## src/rtl/safe_countdown_timer.sv

```systemverilog
// BCD mm:ss countdown timer: load/start/pause strobes, one decrement per TICK_DIV cycles in RUN.
// All outputs registered; strobes take effect on the next clk edge.
module safe_countdown_timer #(
   parameter int TICK_DIV = 50_000_000
) (
   input  logic        clk,
   input  logic        reset,
   input  logic        load,
   input  logic [15:0] load_value,
   input  logic        start,
   input  logic        pause,
   output logic [3:0]  min_tens,
   output logic [3:0]  min_ones,
   output logic [3:0]  sec_tens,
   output logic [3:0]  sec_ones,
   output logic        running,
   output logic        expired
);

   localparam int CW = (TICK_DIV > 2) ? $clog2(TICK_DIV) : 1;

   typedef enum logic [1:0] {IDLE, RUN, PAUSED, EXPIRED} state_t;

   state_t        state, state_nxt;
   logic [CW-1:0] presc, presc_nxt;
   logic [3:0]    mt_nxt, mo_nxt, st_nxt, so_nxt;
   logic [3:0]    dec_mt, dec_mo, dec_st, dec_so;
   logic          value_zero, dec_zero, tick;

   function automatic logic [3:0] clamp(input logic [3:0] d, input logic [3:0] lim);
      return (d > lim) ? lim : d;
   endfunction

   assign value_zero = ({min_tens, min_ones, sec_tens, sec_ones} == 16'h0000);
   assign tick       = (presc == CW'(TICK_DIV - 1));

   // BCD borrow chain; only used in RUN, where the value is never 00:00
   always_comb begin
      dec_mt = min_tens;
      dec_mo = min_ones;
      dec_st = sec_tens;
      dec_so = sec_ones;
      if (sec_ones != 4'd0) begin
         dec_so = sec_ones - 4'd1;
      end else begin
         dec_so = 4'd9;
         if (sec_tens != 4'd0) begin
            dec_st = sec_tens - 4'd1;
         end else begin
            dec_st = 4'd5;
            if (min_ones != 4'd0) begin
               dec_mo = min_ones - 4'd1;
            end else begin
               dec_mo = 4'd9;
               if (min_tens != 4'd0) dec_mt = min_tens - 4'd1;
            end
         end
      end
   end

   assign dec_zero = ({dec_mt, dec_mo, dec_st, dec_so} == 16'h0000);

   always_comb begin
      state_nxt = state;
      presc_nxt = presc;
      mt_nxt    = min_tens;
      mo_nxt    = min_ones;
      st_nxt    = sec_tens;
      so_nxt    = sec_ones;
      if (load) begin
         state_nxt = IDLE;
         presc_nxt = '0;
         mt_nxt    = clamp(load_value[15:12], 4'd9);
         mo_nxt    = clamp(load_value[11:8],  4'd9);
         st_nxt    = clamp(load_value[7:4],   4'd5);
         so_nxt    = clamp(load_value[3:0],   4'd9);
      end else begin
         case (state)
            IDLE: begin
               if (start && !value_zero) begin
                  state_nxt = RUN;
                  presc_nxt = '0;
               end
            end
            PAUSED: begin
               if (start && !value_zero) state_nxt = RUN;
            end
            RUN: begin
               // pause wins over a coincident start and over a coincident tick
               if (pause) begin
                  state_nxt = PAUSED;
               end else if (tick) begin
                  presc_nxt = '0;
                  mt_nxt    = dec_mt;
                  mo_nxt    = dec_mo;
                  st_nxt    = dec_st;
                  so_nxt    = dec_so;
                  if (dec_zero) state_nxt = EXPIRED;
               end else begin
                  presc_nxt = presc + 1'b1;
               end
            end
            default: ;
         endcase
      end
   end

   always_ff @(posedge clk) begin
      if (reset) begin
         state    <= IDLE;
         presc    <= '0;
         min_tens <= 4'd0;
         min_ones <= 4'd0;
         sec_tens <= 4'd0;
         sec_ones <= 4'd0;
         running  <= 1'b0;
         expired  <= 1'b0;
      end else begin
         state    <= state_nxt;
         presc    <= presc_nxt;
         min_tens <= mt_nxt;
         min_ones <= mo_nxt;
         sec_tens <= st_nxt;
         sec_ones <= so_nxt;
         running  <= (state_nxt == RUN);
         expired  <= (state_nxt == EXPIRED);
      end
   end

endmodule

```

## config.mk

```make
export PLATFORM = sky130hd
export DESIGN_NAME = safe_countdown_timer
export DESIGN_NICKNAME = d
export VERILOG_FILES = /design/src/rtl/safe_countdown_timer.sv
export SDC_FILE = /design/constraint.sdc
export NUM_CORES = 1
export LEC_CHECK = 0
export CORE_MARGIN = 2
export CORE_UTILIZATION = 45
export DETAILED_ROUTE_END_ITERATION = 10
export HOLD_SLACK_MARGIN = 0.02
export PLACE_DENSITY = 0.68
export SETUP_SLACK_MARGIN = 0.1
export SLEW_MARGIN = 20
export SYNTH_ARGS = -nofsm -noshare
export SYNTH_HDL_FRONTEND = slang
export SYNTH_SLANG_ARGS = --single-unit
```

## constraint.sdc

```tcl
create_clock -name clk -period 5.3 [get_ports clk]
set_input_delay 0.795 -clock clk [delete_from_list [all_inputs] [get_ports clk]]
set_output_delay 0.795 -clock clk [all_outputs]
set_load 0.01 [all_outputs]
```

==> results by group, run 1 <==
Setup path
  – CP Capture Type: flop
  – CP arrival: 3.06 ns
  – Critical path required time: between 5 and 6 ns
  – Setup CP Type: flop to flop
  – CP max FO: 10
  – Crit path launch type: flop

Pwr
  – Sw Ratio: 0.246
  – Leak: 1.11 nW
  – P_sw: 0.196 mW
  – PwrDens: 252 nW/um2
  – Total Power: 0.795 mW
  – Clk pwr share: 0.395
  – Power Internal: 0.599 mW
  – VDD IR max: 0.137 mV
  – Seq pwr share: 0.462
  – Comb pwr share: 0.142

Job
  – MaxCap Viol Count: 0

Global route
  – First-pass GRT wire length: 10.1 mm
  – Global route overflow: 0
  – Pin count of the biggest net entering global routing: 32
  – Antenna violations before repair: 0
  – GR Util All Layers: 0.201
  – Vias in the first global route: between 2k and 2.5k

Yosys
  – Post-synth EDFFs: 0
  – Syn Inst Count: 315
  – Ys flop type: dfxtp_1
  – Syn. warnings: 0
  – Yosys top cell by area: dfxtp_1
  – Area share of the largest cell type after synthesis: 0.356
  – Seq/Total Area, Yosys: 0.356
  – Post-synthesis async set-or-reset flop share: 0
  – Synth cell types: 57
  – Syn nets: 340
  – Average size of a mapped cell: slightly above 8 um2
  – Top cells by area, synth: dfxtp_1 (36%), nor2_1 (6.5%), xnor2_1 (4.7%)
  – Synth Cell Area: 2590 um2
  – Flops & latches, synth: between 40 and 50

Drt
  – DRC viols: 0
  – Iter 0 DRT Violations: 104
  – Via density: approximately 5.5
  – First drt pass iteration count: 4
  – Final wirelength: 6.01 mm
  – Vias: 2336
  – Detail Route Antenna Nets: 0
  – Wire length per cell: 14.2 um

Clocking
  – Max H-tree Level: 2
  – Clock-pin slew on the worst setup and hold paths: 0.09 ns
  – Clock Tree Root: clkbuf_8
  – CTS tree: built
  – Max Buffers Root-to-Sink: 2
  – Hold buffers post-CTS: 0
  – Total CTS buffers: 5
  – Sink Count: 46
  – Clk Latency, worst-skew pair: 0.31 ns
  – PostCTS Resize Cnt: 0
  – Post-CTS setup buffer count: 0

Die
  – Die Area: 6380 um2
  – Starting Density: 0.467
  – Width of the die: 79.9 um
  – Die H: 79.9 um
  – # IOs: 39
  – Core box area: between 5000 and 6000 um2
  – Site row count: 27

STA
  – Minimum clock period: 2.86 ns
  – Final Hold Fails: 0
  – Actual slew at the worst max-slew pin: 1.00 ns
  – Period utilization: 0.539
  – Final setup vio count: 0
  – Setup TNS: 0 ns
  – Count of pins over their slew limit: 0
  – Clk_skew: slightly below 0.01 ns
  – Worst slew margin: 0.328
  – Hold slack final: about 0.49 ns
  – RSZ-0062 raised after global routing: no
  – Fmax achieved: 0.350 GHz

Cells and area
  – Commonest non-fill, non-tap cell in the layout: dfxtp_1
  – Ant diodes: 0
  – Fin nets: 375
  – Share of layout cells above drive strength 1: 0.0570
  – Synthesis-to-finish area growth: 21.6%
  – Commonest non-fill, non-tap cells in the layout: dfxtp_1 (46), nor2_1 (45), clkdlybuf4s50_1 (38), nand2_1 (21), a21oi_1 (17)

Place
  – Final GP Congestion: 0.851
  – HPWL Detailed: between 4 and 5 mm
  – IO Port Bufs: 38

Outcome
  – Result of the run: finished, final reports clean

Min path
  – Min-Delay Path Class: flop to flop
## power by group through the flow
stage                     combinational, mW  clock, mW  sequential (mW)
final                                 0.113      0.314            0.367
after global routing                  0.126      0.336            0.369
after CTS                             0.114      0.323            0.367
after floorplan                      0.0682          0            0.375
after detailed placement              0.113          0            0.375
after global placement                0.112          0            0.375
## state kept, by name (all words and copies together), names as in the netlist
| signal | count |
|---|---|
| running | 1 |
| sec_tens | 4 |
| state | 2 |
| sec_ones | 4 |
| expired | 1 |
| min_tens | 4 |
| presc | 26 |
| min_ones | 4 |
## cell families after synthesis
group | count (synthesis) | synth area share
buffers and inverters | 27 | 0.0449
adders and majority gates | 4 | 0.0193
AOI/OAI and AO/OA | 69 | 0.190
xor gates and xnor gates | 26 | 0.0879
and+or+nand+nor | 136 | 0.275
muxes | 7 | 0.0275
DFF | 46 | 0.356
## routing by layer
metal,track usage,vias up,part of all wire,wire length (um)
met1,0.273,1087,0.51,3040
met3,0.0532,5,0.044,265
met2,0.320,43,0.44,2660
met5,0,-,0,0
met4,0.0441,0,0.0063,38
li1,-,1201,-,-
## Yosys cell counts, types with 6 or more instances
cell      number
clkbuf_1       6
xnor2_1       14
dfxtp_1       46
xor2_1        12
and3_1         7
a21oi_1       17
nand3_1        6
nand4_1       10
o21a_1         8
o21ai_0       10
nand2_1       21
inv_1         16
nor3_1        12
a211oi_1       6
mux2i_1        6
nor2_1        45
a31oi_1        6
## cell type report
type / instances / area, um2
clock buffer: 5 / 68.8
clock inverter: 3 / 68.8
fill: 544 / 2390
inverter: 16 / 60.1
multi-input combinational: 242 / 1550
sequential: 46 / 921
tap: 72 / 90.1
timing repair buffer: 39 / 388
## path summary, 6_finish.rpt
kind | from | end | cells after the start | slack, ns
max | sec_ones[0] | running | 8 | 2.44
min | sec_tens[3] | sec_tens[3] | 2 | 0.49
max reg2reg | sec_ones[0] | running | 8 | 2.44
min reg2reg | sec_tens[3] | sec_tens[3] | 2 | 0.49
## stage by stage
stage	setup slack [ns]	utilization	area [um2]	std cells
final	2.44	0.568	3150	423
after global routing	2.23	0.568	3150	423
after CTS	2.45	0.568	3150	423
after detailed placement	2.46	0.544	3010	415
after global placement	2.49	0.544	3010	415
after floorplan	2.80	-	2590	315
## critical path, stage by stage (launching register included)
cell     delay (ns)
dfxtp_1        0.36
inv_1          0.13
ha_1           0.33
or4b_1         0.66
nor4_1         0.34
mux2_2         0.40
a21oi_1        0.16
a41oi_2        0.18
and2_1         0.20
Note: power is estimated with default switching activity, not from simulation.
==> run 2, diff against run 1 <==
==> constraint.sdc (replaced) <==
create_clock -name clk -period 2.7 [get_ports clk]
set_input_delay 0.405 -clock clk [delete_from_list [all_inputs] [get_ports clk]]
set_output_delay 0.405 -clock clk [all_outputs]
set_load 0.01 [all_outputs]
==> run 2 against run 1 <==
Effect of this change:
- flip-flop and latch count did not move
- critical endpoint is now presc[15]
- critical path depth did not move
- clock power rose by 34%
- clock skew fell by 0.0029 ns
- hold slack got worse by 0.0081 ns
- sequential power rose by 96%
- via count rose by 2.5%
- critical path type unchanged
- wire length rose by 5.2%
- non-clock buffer count rose by 8
- sequential share of layout area fell by 0.56 points
- maximum frequency rose by 15%
- die area did not move
==> results by group, run 2 (synthesized netlist as in run 1, its figures left out) <==
Outcome
  – Result of the run: finished, final reports clean

Cells and area
  – Ant diodes: 0
  – Filler cells: 534
  – Area of the multi-input gates: ~1600 um2
  – Sequential cell area: about 920 um2
  – Max reg flops: 26
  – Synthesis-to-finish area growth: 24.0%
  – Layout Cells excl Fill: 432
  – Final instance area: 3210 um2
  – Commonest non-fill, non-tap cell in the layout: dfxtp_1
  – Final core occ: 0.579
  – Share of layout cells above drive strength 1: 0.0917
  – Fin nets: roughly 380
  – Commonest non-fill, non-tap cells in the layout: dfxtp_1 (46), nor2_1 (45), clkdlybuf4s50_1 (38), nand2_1 (21)
  – Top reg by flops: presc

Drt
  – First drt pass iteration count: 4
  – Final wirelength: approximately 6.3 mm
  – Detail Route Antenna Nets: 0
  – Iter 0 DRT Violations: 146
  – Via density: 5.54
  – Wire length per cell: 14.6 um
  – DRC viols: 0
  – Vias: 2395

Setup path
  – Crit path launch type: flop
  – Setup CP Type: flop to flop
  – CP Capture Type: flop
  – Launch point of the critical path: min_tens[0]
  – FF-to-FF Start: min_tens[0]
  – CP arrival: 2.68 ns
  – Critical path required time: 2.89 ns
  – CP max FO: 5

STA
  – Clk_skew: slightly below 0.007 ns
  – Final Hold Fails: 0
  – Fmax achieved: between 0.4 and 0.5 GHz
  – Setup ws final: roughly 0.21 ns
  – Worst slew margin: 0.612
  – Minimum clock period: 2.49 ns
  – RSZ-0062 raised after global routing: yes
  – Setup TNS: 0 ns
  – Actual slew at the worst max-slew pin: 0.582 ns
  – Count of pins over their slew limit: 0
  – Period utilization: 0.922
  – Hold slack final: 0.486 ns
  – Final setup vio count: 0

Die
  – Starting Density: 0.467
  – Site row count: 27
  – Die Area: 6380 um2
  – Width of the die: 79.9 um
  – Core box area: 5540 um2
  – Die H: 79.9 um
  – # IOs: 39

Pwr
  – PwrDens: 432 nW/um2
  – VDD IR max: between 0.15 and 0.2 mV
  – Leak: approximately 1.1 nW
  – Total Power: 1.39 mW

Place
  – Final GP Congestion: around 0.85
  – Placed cell areas: 3070 um2
  – Worst slack at placement: 0.00990 ns
  – IO Port Bufs: 38
  – Placed cells: approximately 420
  – HPWL Detailed: between 4 and 5 mm

Global route
  – Antenna violations before repair: 0
  – Global route overflow: 0
  – Pin count of the biggest net entering global routing: 26
  – GR Util All Layers: 0.206
  – First-pass GRT wire length: 10.4 mm
  – Vias in the first global route: 2196

Clocking
  – Clock Tree Root: clkbuf_8
  – Sink Count: 46
  – Max H-tree Level: 2
  – Clk Latency, worst-skew pair: 0.30 ns
  – Clock-pin slew on the worst setup and hold paths: around 0.090 ns
  – Total CTS buffers: 5
  – Hold buffers post-CTS: 0
  – Post-CTS setup buffer count: 0
  – CTS tree: built
  – Max Buffers Root-to-Sink: 2

Min path
  – Min-Delay Path Class: flop to flop
  – Hold wc startpoint: sec_tens[3]

Job
  – MaxCap Viol Count: 0
## run 2: cell count changes in the layout (fill, tap and decap cells not counted), sizes merged
cell	previous run	this run
or4b	1	2
bufinv	2	0
clkinv	1	2
clkbuf	5	6
buf	1	9
## run 2: routing by layer
metal	part of all wire	vias to the layer above	track usage
li1	-	1214	-
met1	0.49	1133	0.285
met2	0.46	42	0.327
met3	0.040	6	0.0419
met4	0.011	0	0.0508
met5	0	-	0
## run 2: final cells by class
type | count | area share
clock buffer | 6 | 0.0226
clock inverter | 2 | 0.00429
inverter | 16 | 0.0187
multi-input combinational | 243 | 0.500
sequential | 46 | 0.287
tap | 72 | 0.0281
timing repair buffer | 47 | 0.140
## run 2: final timing paths
kind              cells after the start     endpoint  slack [ns]
setup reg to reg                      8    presc[15]        0.21
hold reg to reg                       2  sec_tens[3]        0.49
setup / recovery                      8    presc[15]        0.21
hold / removal                        2  sec_tens[3]        0.49
## run 2: report_power, final
group,leakage [nW],internal [mW],switching [mW]
Sequential,0.374,0.695,0.0232
Clock,0.0452,0.183,0.237
Combinational,0.711,0.123,0.127
## run 2: critical path, cell delays in order (launching register included)
cell and delay, ns:
dfxtp_1 0.36, inv_1 0.10, ha_1 0.21, or3b_2 0.54, o41a_1 0.52, o211a_4 0.29, and3_1 0.18, xnor2_1 0.13
nor2_1 0.05
## run 2: repair_timing
action | CTS | global route
gates resized for setup | 1 | 6
endpoints found under the setup margin | 5 | 13
pin swaps | 0 | 1
gates cloned | 0 | 1
==> patch 1 (flow settings as in run 1) <==
Change the parameter `TICK_DIV` from 50_000_000 to 25_000_000.
--- a/src/rtl/safe_countdown_timer.sv
+++ b/src/rtl/safe_countdown_timer.sv
@@ -3,3 +3,3 @@
 module safe_countdown_timer #(
-   parameter int TICK_DIV = 50_000_000
+   parameter int TICK_DIV = 25_000_000
 ) (
Function: same outputs for any inputs over 10 cycles, from zero or initial values and one cycle with reset high; that may be too few to reach the edited logic, so the function may still have changed.
==> patch 1 against run 1 <==
  * Area after synthesis shrank 2.1%
  * Via count grew 0.47%
  * Setup slack lost 0.075 ns
  * Final area shrank 1.7%
  * Sequential cell count shrank 1
  * Total power shrank 7.7%
  * Largest cell class unchanged
  * Hold slack lost 0.012 ns
  * Routed wire length grew 1.7%
  * Die area shrank 2.0%
  * Count of clock-buffer cells in the layout is the same
==> patch 1: results (changes against run 1) <==
{| class="wikitable"
! Metric !! Value
|-
| Sequential cell area fraction in the yosys report || 35.5% (about the same)
|-
| Most frequently used flop master after synthesis || dfxtp_1
|-
| Portion of netlist area occupied by mux cells || 3.21% (+0.45 points)
|-
| Leakage Power || 1.04 nW (-6.6%)
|-
| Post-synthesis adder-cell area fraction || 1.97% (+0.042 points)
|-
| Routability congestion estimate from global placement || 0.863 (+1.4%)
|-
| Top post-synthesis cells by area || dfxtp_1 36%, nor2_1 6.5%, xor2_1 5.2%
|-
| Detailed-route via count || 2347 (+0.47%)
|-
| Total iterations of the first detailed-routing run || 4 (unchanged)
|-
| 1st-iter DRT viols || 169 (+63%)
|-
| Peak fanout along the critical path || 14 (+4)
|-
| Global-route wire length before repair || 10.6 mm (+4.1%)
|-
| Largest net degree at the start of global routing || 24 (-25%)
|-
| Routed wl met3 || 278 microns (+4.9%)
|-
| Area after DPL || 2980 sq um (-1.1%)
|-
| Mapped Nets || 341 (+0.29%)
|-
| Commonest cells in the synthesized netlist || 45 x dfxtp_1, 44 x nor2_1, 28 x nand2_1
|-
| Number of global-route vias before repair || 2197 (+0.41%)
|-
| Critical path data arrival time || 3.10 ns (+0.04 ns)
|-
| Number of nets in the layout || 377 (+0.53%)
|-
| Cell variety after synth || 55 (-3.5%)
|-
| Parity-gate share of the synthesized area counting xor and xnor cells || 7.26% (-1.5 points)
|-
| HPWL after detailed placement || 4.40 mm (+0.91%)
|-
| Overall fraction of global-route tracks in use || 20.9% (+0.85 points)
|-
| Peak supply drop || 0.168 mV (+22%)
|-
| Routed metal-1 wirelength || 3.17 mm (+4.3%)
|-
| Cell with the largest stage delay on the worst path || or4_4
|-
| Met3 Use GR || 3.64% (-1.7 points)
|-
| Largest register FFs || 25 (-3.8%)
|-
| Run status || finished clean
|-
| Largest clock skew in the final design || 0.0181 ns (+0.00841 ns)
|-
| Compound-gate portion of the synthesized area || 14.9% (-4.1 points)
|-
| Largest stage delay on the critical path || 0.64 ns (-0.02 ns)
|-
| Global routing usage on met1 || 30.7% (+3.4 points)
|-
| Met2 routed WL || 2.61 mm (-1.8%)
|-
| Fraction of layout instances using a drive strength above 1 || 6.23% (+0.53 points)
|-
| DR WL/cell || 14.4 microns (+1.3%)
|}
-- patch 1: cell count changes after synthesis, sizes merged, moves of 5 or more --
cell / run 1 / this run
nand4: 10 / 15
xnor2: 14 / 6
nand2: 21 / 28
a31oi: 6 / 1
o21a: 8 / 1
nand3: 6 / 15
-- patch 1: final timing paths --
kind | start | end | slack (ns) | cells past startpoint
worst max-delay path | presc[16] | min_ones[2] | 2.37 | 6
worst min-delay path | sec_tens[3] | sec_tens[3] | 0.48 | 2
worst max register to register | presc[16] | min_ones[2] | 2.37 | 6
worst min register to register | sec_tens[3] | sec_tens[3] | 0.48 | 2
-- patch 1: cells by family (layout without fill, tap and decap cells) --
family	count (synthesis)	in the layout
AND/OR/NAND/NOR	155	155
adder cells (fa/ha/maj)	4	4
AO/OA/AOI/OAI	57	57
XOR/XNOR	21	21
multiplexers	8	8
flip-flops	45	45
buffers and inverters	26	63
-- patch 1: layout make-up --
| cell class | count | area (sq um) |
|---|---|---|
| Multi-Input combinational cell | 245 | 1530 |
| Clock inverter | 3 | 46.3 |
| Clock buffer | 5 | 68.8 |
| Tap cell | 72 | 90.1 |
| Sequential cell | 45 | 901 |
| Fill cell | 524 | 2380 |
| Timing Repair Buffer | 42 | 410 |
| Inverter | 13 | 48.8 |
-- patch 1: report_power, final --
group | internal, W | switching [W]
clock network | 0.000141 | 0.000121
logic | 0.0000536 | 0.0000576
registers | 0.000346 | 0.0000135
-- patch 1: metrics by stage --
step	total power [W]	worst slack, ns	instances	hold WS (ns)
finish	0.000734	2.37	425	0.482
CTS	0.000740	2.39	425	0.485
global placement	0.000476	2.20	417	0.469
global route	0.000769	2.22	425	0.496
floorplan	0.000426	2.70	316	0.448
detailed placement	0.000477	2.12	417	0.470
==> patch 2 (settings of run 1) <==
Without the edit above. Put one more register stage on the output `expired`, with the module's reset. The value now appears one clock later. The other outputs are not delayed to match.
--- a/src/rtl/safe_countdown_timer.sv
+++ b/src/rtl/safe_countdown_timer.sv
@@ -22,2 +22,4 @@
    typedef enum logic [1:0] {IDLE, RUN, PAUSED, EXPIRED} state_t;
+
+   logic expired_s0;
 
@@ -116,3 +118,3 @@
          running  <= 1'b0;
-         expired  <= 1'b0;
+         expired_s0 <= 1'b0;
       end else begin
@@ -125,3 +127,11 @@
          running  <= (state_nxt == RUN);
-         expired  <= (state_nxt == EXPIRED);
+         expired_s0 <= (state_nxt == EXPIRED);
+      end
+   end
+
+   always_ff @(posedge clk) begin
+      if (reset) begin
+         expired <= '0;
+      end else begin
+         expired <= expired_s0;
       end
Check against the original RTL: no difference found for any inputs over 10 cycles, from zero or initial values and one cycle with reset high; that may be too few to reach the edited logic, so the function may still have changed.
==> patch 2 against run 1 <==
  * Final area grew 3.2%
  * Total power fell by 3.9%
  * Core utilization is 1.6 points lower
  * Combinational power rose by 4%
  * Die area rose by 4.4%
  * Clock skew barely moved
  * Cell count is 4.5% higher
  * Area after synthesis is 4.7% higher
  * Clock power fell by 13%
  * Sequential cell count rose by 1
  * Setup slack got worse by 0.22 ns
  * Routed wire length is essentially flat
  * First-iteration DRC count rose by 26%
==> patch 2: results (changes against run 1) <==
{| class="wikitable"
! Metric !! Value
|-
| Routed WL || 6.00 mm (about the same)
|-
| Met2 routed WL || 2.62 mm (-1.5%)
|-
| HPWL after detailed placement || 4.29 mm (-1.7%)
|-
| Worst setup slack for register-to-register paths || 2.28 ns (-0.16 ns)
|-
| Peak supply drop || 0.109 mV (-21%)
|-
| Routability congestion estimate from global placement || 0.825 (-3.0%)
|-
| Global-route wire length before repair || 10.1 mm (-0.27%)
|-
| Rel. slew slack || 45.6% (+13 points)
|-
| Commonest cells in the synthesized netlist || 47 x dfxtp_1, 47 x nor2_1, 25 x nand2_1, 23 x xor2_1
|-
| Cell with the largest stage delay on the worst path || a21oi_1
|-
| Fraction of layout instances using a drive strength above 1 || 8.45% (+2.7 points)
|-
| Largest clock skew in the final design || 0.00992 ns (+0.000257 ns)
|-
| Critical path data arrival time || 3.23 ns (+0.17 ns)
|-
| Top post-synthesis cells by area || dfxtp_1 35%, xor2_1 7.4%, nor2_1 6.5%
|-
| Cell variety after synth || 61 (+7.0%)
|-
| Mean cell area of the mapped netlist || 8.12 sq um (-1.3%)
|-
| Peak fanout along the critical path || 24 (+14)
|-
| Global-route track usage on met2 || 29.0% (-3.0 points)
|-
| Setup slack after placement || 1.90 ns (-0.557 ns)
|-
| 1st-iter DRT viols || 131 (+26%)
|-
| Sequential cell area fraction in the yosys report || 34.7% (-0.85 points)
|-
| Leakage Power || 1.15 nW (+3.0%)
|-
| Routed metal-1 wirelength || 3.07 mm (+0.76%)
|-
| Routed wl met3 || 238 microns (-10%)
|-
| Hold Path Origin || expired_s0
|-
| Total of fill cells in the finished design || 551 (+1.3%)
|-
| Run status || finished clean
|-
| Number of global-route vias before repair || 2193 (+0.23%)
|-
| Largest net degree at the start of global routing || 29 (-9.4%)
|-
| Reg-to-reg critical path endpoint || presc[12]
|-
| Met3 Use GR || 3.52% (-1.8 points)
|-
| Number of cells traversed by the worst hold path || 1 (-1)
|-
| Final Instance Count excl. Fillers || 442 (+4.5%)
|-
| Number of nets in the layout || 391 (+4.3%)
|-
| Mapped Nets || 359 (+5.6%)
|}
patch 2: stage by stage:
| stage | hold slack, ns | utilization, % | total power (W) |
|---|---|---|---|
| floorplan | 0.414 | - | 0.000452 |
| global placement | 0.423 | 53.2 | 0.000498 |
| detailed placement | 0.423 | 53.2 | 0.000499 |
| CTS | 0.442 | 55.2 | 0.000773 |
| global route | 0.470 | 55.2 | 0.000799 |
| finish | 0.439 | 55.2 | 0.000764 |
patch 2: cells by family (layout without fill, tap and decap cells):
logic type / after synthesis / after routing / synth area share, %
compound gates: 66 / 66 / 16.3
xor+xnor: 26 / 26 / 8.40
fa+ha+maj: 4 / 4 / 1.85
buf+inv: 24 / 57 / 3.74
flops: 47 / 47 / 34.7
mux: 5 / 5 / 1.85
simple gates: 162 / 162 / 33.2
patch 2: final cells by class:
cell class                      count  area (sq um)  share of cell area (%)
Multi-Input combinational cell    263          1670                    51.3
Tap cell                           75          93.8                    2.89
Inverter                            9          33.8                    1.04
Clock buffer                        6          82.6                    2.54
Timing Repair Buffer               40           395                    12.2
Clock inverter                      2          35.0                    1.08
Sequential cell                    47           941                    28.9
patch 2: worst max-delay path, delay by kind of cell:
kind / cells / cell delay, ns
and+or+nand+nor: 2 / 0.74
AOI/OAI and AO/OA: 4 / 1.17
buffers and inverters: 1 / 0.54
patch 2: report_power, final:
part	total [W]	internal [W]	switching, W
combinational	0.000118	0.0000570	0.0000612
sequential	0.000373	0.000361	0.0000117
clock	0.000273	0.000153	0.000120
total	0.000764	0.000571	0.000193
patch 2: worst max path at each step:
| stage | endpoint |
|---|---|
| after global routing | presc[12] |
| after floorplan | presc[14] |
| after global placement | presc[12] |
| final | presc[12] |
| after CTS | presc[12] |
| after detailed placement | presc[12] |
